===== src/rtl/mod_segment_swapchain.sv =====
// rtl/mod_segment_swapchain.sv - double-buffered segment selector with timed swap and loop counting
module mod_segment_swapchain #(
  parameter int CYCLE_WIDTH = 15
) (
  input  logic                   CLK,
  input  logic                   RST,
  input  logic                   UPDATE,
  input  logic                   REQ_RD_SEGMENT,
  input  logic [7:0]             TRANSITION_MODE,
  input  logic [63:0]            TRANSITION_VALUE,
  input  logic [15:0]            REP0,
  input  logic [15:0]            REP1,
  input  logic [CYCLE_WIDTH-1:0] IDX,
  input  logic [63:0]            SYS_TIME,
  input  logic [3:0]             GPIO_IN,
  output logic                   SEGMENT,
  output logic                   STOP,
  output logic                   PENDING
);

  localparam logic [7:0] MODE_SYNC_IDX  = 8'h00;
  localparam logic [7:0] MODE_SYS_TIME  = 8'h01;
  localparam logic [7:0] MODE_GPIO      = 8'h02;
  localparam logic [7:0] MODE_IMMEDIATE = 8'hFE;
  localparam logic [7:0] MODE_EXT       = 8'hFF;
  localparam logic [15:0] REP_INFINITE  = 16'hFFFF;

  typedef enum logic {ST_IDLE, ST_WAIT} state_t;

  state_t                 state_q, state_d;
  logic                   segment_q, segment_d;
  logic                   stop_q, stop_d;
  logic [CYCLE_WIDTH-1:0] idx_prev_q, idx_prev_d;
  logic [3:0]             gpio_prev_q, gpio_prev_d;
  logic [15:0]            loop_cnt_q, loop_cnt_d;
  logic [15:0]            rep_act_q, rep_act_d;
  logic                   act_ext_q, act_ext_d;
  logic                   pend_seg_q, pend_seg_d;
  logic [7:0]             pend_mode_q, pend_mode_d;
  logic [63:0]            pend_value_q, pend_value_d;
  logic [15:0]            pend_rep_q, pend_rep_d;
  logic [15:0]            lat_rep0_q, lat_rep0_d;
  logic [15:0]            lat_rep1_q, lat_rep1_d;

  logic        wrap, mode_valid, accept, accept_now, cond, cond_hit, gpio_rise;
  logic        sw, sw_seg, sw_ext, stop_hit;
  logic [15:0] sw_rep, req_rep, cnt_inc;

  // Next-state: request capture, switch decision and loop/STOP bookkeeping
  always_comb begin
    state_d      = state_q;
    segment_d    = segment_q;
    stop_d       = stop_q;
    idx_prev_d   = IDX;
    gpio_prev_d  = GPIO_IN;
    loop_cnt_d   = loop_cnt_q;
    rep_act_d    = rep_act_q;
    act_ext_d    = act_ext_q;
    pend_seg_d   = pend_seg_q;
    pend_mode_d  = pend_mode_q;
    pend_value_d = pend_value_q;
    pend_rep_d   = pend_rep_q;
    lat_rep0_d   = lat_rep0_q;
    lat_rep1_d   = lat_rep1_q;

    wrap       = (IDX == '0) && (idx_prev_q != '0);
    mode_valid = (TRANSITION_MODE == MODE_SYNC_IDX) || (TRANSITION_MODE == MODE_SYS_TIME) ||
                 (TRANSITION_MODE == MODE_GPIO) || (TRANSITION_MODE == MODE_IMMEDIATE) ||
                 (TRANSITION_MODE == MODE_EXT);
    accept     = UPDATE && mode_valid;
    accept_now = accept && ((TRANSITION_MODE == MODE_IMMEDIATE) || (TRANSITION_MODE == MODE_EXT));
    req_rep    = REQ_RD_SEGMENT ? REP1 : REP0;
    gpio_rise  = GPIO_IN[pend_value_q[1:0]] && !gpio_prev_q[pend_value_q[1:0]];

    case (pend_mode_q)
      MODE_SYNC_IDX: cond = wrap;
      MODE_SYS_TIME: cond = (SYS_TIME >= pend_value_q);
      MODE_GPIO:     cond = gpio_rise;
      default:       cond = 1'b0;
    endcase
    // A freshly accepted request always preempts evaluation of the old one
    cond_hit = (state_q == ST_WAIT) && !accept && cond;

    sw     = 1'b0;
    sw_seg = segment_q;
    sw_rep = rep_act_q;
    sw_ext = act_ext_q;

    if (accept) begin
      pend_seg_d   = REQ_RD_SEGMENT;
      pend_mode_d  = TRANSITION_MODE;
      pend_value_d = TRANSITION_VALUE;
      pend_rep_d   = req_rep;
      lat_rep0_d   = REP0;
      lat_rep1_d   = REP1;
      if (accept_now) begin
        state_d = ST_IDLE;
        sw      = 1'b1;
        sw_seg  = REQ_RD_SEGMENT;
        sw_rep  = req_rep;
        sw_ext  = (TRANSITION_MODE == MODE_EXT);
      end else begin
        state_d = ST_WAIT;
      end
    end else if (cond_hit) begin
      state_d = ST_IDLE;
      sw      = 1'b1;
      sw_seg  = pend_seg_q;
      sw_rep  = pend_rep_q;
      sw_ext  = 1'b0;
    end

    cnt_inc  = (loop_cnt_q == 16'hFFFF) ? loop_cnt_q : loop_cnt_q + 16'd1;
    stop_hit = wrap && (rep_act_q != REP_INFINITE) && (cnt_inc != loop_cnt_q) &&
               ({1'b0, cnt_inc} == ({1'b0, rep_act_q} + 17'd1));

    // A switch restarts counting; a wrap in the same cycle belongs to the old segment
    if (sw) begin
      segment_d  = sw_seg;
      rep_act_d  = sw_rep;
      act_ext_d  = sw_ext;
      loop_cnt_d = 16'd0;
      stop_d     = 1'b0;
    end else if (wrap) begin
      loop_cnt_d = cnt_inc;
      if (stop_hit) begin
        if (act_ext_q) begin
          segment_d  = !segment_q;
          rep_act_d  = segment_q ? lat_rep0_q : lat_rep1_q;
          loop_cnt_d = 16'd0;
        end else begin
          stop_d = 1'b1;
        end
      end
    end
  end

  // State registers with synchronous reset
  always_ff @(posedge CLK) begin
    if (RST) begin
      state_q      <= ST_IDLE;
      segment_q    <= 1'b0;
      stop_q       <= 1'b0;
      idx_prev_q   <= '0;
      gpio_prev_q  <= 4'd0;
      loop_cnt_q   <= 16'd0;
      rep_act_q    <= REP_INFINITE;
      act_ext_q    <= 1'b0;
      pend_seg_q   <= 1'b0;
      pend_mode_q  <= 8'd0;
      pend_value_q <= 64'd0;
      pend_rep_q   <= 16'd0;
      lat_rep0_q   <= 16'd0;
      lat_rep1_q   <= 16'd0;
    end else begin
      state_q      <= state_d;
      segment_q    <= segment_d;
      stop_q       <= stop_d;
      idx_prev_q   <= idx_prev_d;
      gpio_prev_q  <= gpio_prev_d;
      loop_cnt_q   <= loop_cnt_d;
      rep_act_q    <= rep_act_d;
      act_ext_q    <= act_ext_d;
      pend_seg_q   <= pend_seg_d;
      pend_mode_q  <= pend_mode_d;
      pend_value_q <= pend_value_d;
      pend_rep_q   <= pend_rep_d;
      lat_rep0_q   <= lat_rep0_d;
      lat_rep1_q   <= lat_rep1_d;
    end
  end

  assign SEGMENT = segment_q;
  assign STOP    = stop_q;
  assign PENDING = (state_q == ST_WAIT);

endmodule

===== config.mk =====
export PLATFORM = sky130hd
export DESIGN_NAME = mod_segment_swapchain
export DESIGN_NICKNAME = d
export VERILOG_FILES = /design/src/rtl/mod_segment_swapchain.sv
export SDC_FILE = /design/constraint.sdc
export NUM_CORES = 1
export LEC_CHECK = 0
export CORE_MARGIN = 4
export CORE_UTILIZATION = 50
export DETAILED_ROUTE_END_ITERATION = 7
export PLACE_DENSITY = 0.78
export SLEW_MARGIN = 30
export SYNTH_ARGS = -nofsm -noshare
export SYNTH_HDL_FRONTEND = slang
export SYNTH_SLANG_ARGS = --single-unit

===== constraint.sdc =====
create_clock -name CLK -period 4.3 [get_ports CLK]
set_clock_uncertainty 0.05 [all_clocks]
set_input_delay 0.645 -clock CLK [delete_from_list [all_inputs] [get_ports CLK]]
set_output_delay 0.645 -clock CLK [all_outputs]
set_load 0.05 [all_outputs]

==> results.yml <==
die:
  die_h_um: 145
  fp.dieW_um: 145
  num_io_pins: 194
  die_area_sq_mm: 0.0210
  row_count: 49
  start_util_pct: 51.6
  core-area_sq_mm: 0.0182
logic_synthesis:
  yosys-top-cells-area: "dfxtp_1, nand2_1, ha_1"
  synth-seq-area-share_pct: 37.5
  yosysTopAreaCell: "dfxtp_1"
  yosysWarnings: 0
  synth_cell_types: 67
  synth_area_sq_mm: 0.00939
  synth_nets: 1421
  synth_edf_count: 0
  ys.flop_type: "dfxtp_1"
  synth_top_area_share_pct: 37.5
  syn_inst: 1164
  avgSynthCellArea_sq_um: 8.07
  synth-async-reset-ratio_pct: 0
  synth_seq_cells: 176
  yosysMostFrequentCell: "nand2_1"
  synth.top_cells.by_count: "nand2_1, dfxtp_1, a21oi_1"
clock_tree:
  cts_tree: "built"
  cts_inserted_buffers: 17
  clkSinkCount: 176
  cts_root_buffer: "clkbuf_16"
  cts_hold_buf: 0
  clk_pin_slew_ns: 0.07
  postCtsResizedCells: 0
  clk-insertion-delay-late_ns: 0.43
  cts.htree.levels: 4
  post_cts_buffers: 0
  clock_path_buffers: 2
pwr:
  pwr-share-clk_pct: 45.0
  ir_worst_vdd_v: 0.000303
  seq_power_share_pct: 45.4
  p_sw_share_pct: 22.4
  leakage_nw: 4.34
  combinationalPowerShare_pct: 9.6
  p_switching_mw: 0.815
  p_per_area_mw_per_mm2: 301
  p_int_mw: 2.82
hold_path:
  hp-start: "lat_rep0_q[9]"
  hold_depth: 2
  hold_path_end: "lat_rep0_q[9]"
  hold_class: "reg -> reg"
routing:
  postRouteAntennaNets: 0
  postRouteWirelength_um: 24200
  drc_errors: 0
  vias_per_cell: 5.41
  drtPass1Iterations: 7
  routedWlPerCell_um: 15.5
  drtIter0Drc: 567
  dr_total_vias: 8470
placed_design:
  routabilityCongestion: 0.950
  place_hpwl_um: 17800
  io_buffer_count: 193
setup_path:
  regToRegEndpoint: "loop_cnt_q[11]"
  r2r_setup_slack_ns: 0.62
  cp.required_ns: 4.55
  critPathKind: "reg -> reg"
  r2r_start: "loop_cnt_q[0]"
  cp_data_arrival_time_ns: 3.93
  critPathCaptureType: "register"
  cp-startpoint: "loop_cnt_q[0]"
  crit_path_start_kind: "register"
  path_max_fanout: 9
  worstRegToRegCells: 9
grt:
  grt_pass1_vias: 8247
  gr-usage-all-layers_pct: 22.5
  grt_max_degree: 99
  antenna_found_initial: 2
  grt-ovfl-total: 0
  grt_pass1_wl_um: 39900
timing:
  fin_tns_setup_ns: 0
  slew_violations: 0
  setup_violations: 0
  min_period_ns: 3.68
  fin_crit_sh_pct: 85.6
  hold_ws_ns: 0.399
  maxSlewHeadroom_pct: 36.8
  tightest_slew_ns: 0.939
  rsz0062_at_grt: "false"
  max_freq_mhz: 272
  hold_viol: 0
cells_and_area:
  syn_to_final_growth_pct: 28.7
  layout-drive-gt1-share_pct: 6.29
  nNetsFinal: 1580
flow_run:
  maxCapViolCount: 0
status:
  status: "completed"
## metrics by stage
stage	util [%]	setup slack, ns	power (mW)	cells	area (sq um)
2_1_floorplan	-	0.933	1.81	1164	9390
3_3_place_gp	62.8	0.522	2.03	1532	11400
3_5_place_dp	62.8	0.376	2.04	1532	11400
4_1_cts	66.2	0.659	3.66	1564	12100
5_1_grt	66.4	0.438	3.76	1567	12100
6_report	66.4	0.619	3.63	1567	12100
## kinds of logic after synthesis
group | share of synthesized area (%)
AOI/OAI and AO/OA | 14.6
xor gates and xnor gates | 3.92
adders and majority gates | 8.79
buffers and inverters | 6.00
DFF | 37.5
muxes | 5.97
and+or+nand+nor | 23.2
## final cells by class
cell class / instances / area (sq um)
fill: 1548 / 6130
multi-input combinational: 848 / 5320
sequential: 176 / 3520
timing repair buffer: 204 / 2040
clock buffer: 19 / 453
tap: 229 / 287
inverter: 76 / 285
clock inverter: 13 / 174
antenna: 2 / 5.00
## worst max-delay path, cell delays in order (launching register included)
cell	delay, ns
dfxtp_1	0.42
ha_1	0.38
nand4_4	0.21
or4_4	0.66
and4_4	0.21
or2_1	0.23
or4_4	0.51
nor4b_2	0.25
and4_1	0.53
nor4_2	0.10
## state kept, by name, summed over array words and instances (netlist names)
| name | cells |
|---|---|
| lat_rep1_q | 16 |
| STOP | 1 |
| pend_rep_q | 16 |
| SEGMENT | 1 |
| pend_value_q | 64 |
| act_ext_q | 1 |
| lat_rep0_q | 16 |
| PENDING | 1 |
| rep_act_q | 16 |
| gpio_prev_q | 4 |
| pend_mode_q | 8 |
| loop_cnt_q | 16 |
| pend_seg_q | 1 |
| idx_prev_q | 15 |
## placed cells by master (no fill, tap or decap), types with 5 or more instances in the layout
| cell | count |
|---|---|
| buf_4 | 10 |
| mux2_2 | 16 |
| o21ai_1 | 16 |
| dfxtp_1 | 176 |
| nor2_1 | 17 |
| clkbuf_16 | 17 |
| nand2_1 | 246 |
| ha_1 | 66 |
| xor2_1 | 10 |
| or3_1 | 7 |
| a21oi_1 | 150 |
| a21o_1 | 7 |
| inv_6 | 5 |
| nor2b_1 | 39 |
| nor3_1 | 16 |
| nor4_1 | 20 |
| nor3_2 | 6 |
| xnor2_1 | 32 |
| o21ai_0 | 24 |
| clkdlybuf4s50_1 | 192 |
| mux2i_1 | 38 |
| inv_1 | 76 |
| nand3_1 | 24 |
| o21a_1 | 11 |
| nand4_1 | 30 |
## how the worst max path moves through the flow
stage,end,slack (ns),depth (start not counted)
floorplan,loop_cnt_q[10],0.93,11
global placement,act_ext_q,0.52,11
detailed placement,act_ext_q,0.38,11
CTS,loop_cnt_q[11],0.66,9
global route,loop_cnt_q[11],0.44,9
finish,loop_cnt_q[11],0.62,9
## power groups by stage
stage	Combinational, mW	Clock (mW)	Sequential (mW)
2_1_floorplan	0.127	0	1.69
4_1_cts	0.350	1.66	1.65
3_3_place_gp	0.343	0	1.69
3_5_place_dp	0.347	0	1.69
6_report	0.349	1.63	1.65
5_1_grt	0.383	1.72	1.65
## routing by layer
layer  wire [um]  vias up  share of wire, %  global-route usage (%)
met3        1170       50               4.8                    3.87
met4         712        0               2.9                    8.59
met2       11200      230                46                    36.6
li1            -     4322                 -                       -
met5           0        -                 0                       0
met1       11200     3868                46                    30.2
(Power assumes the default switching activity.)
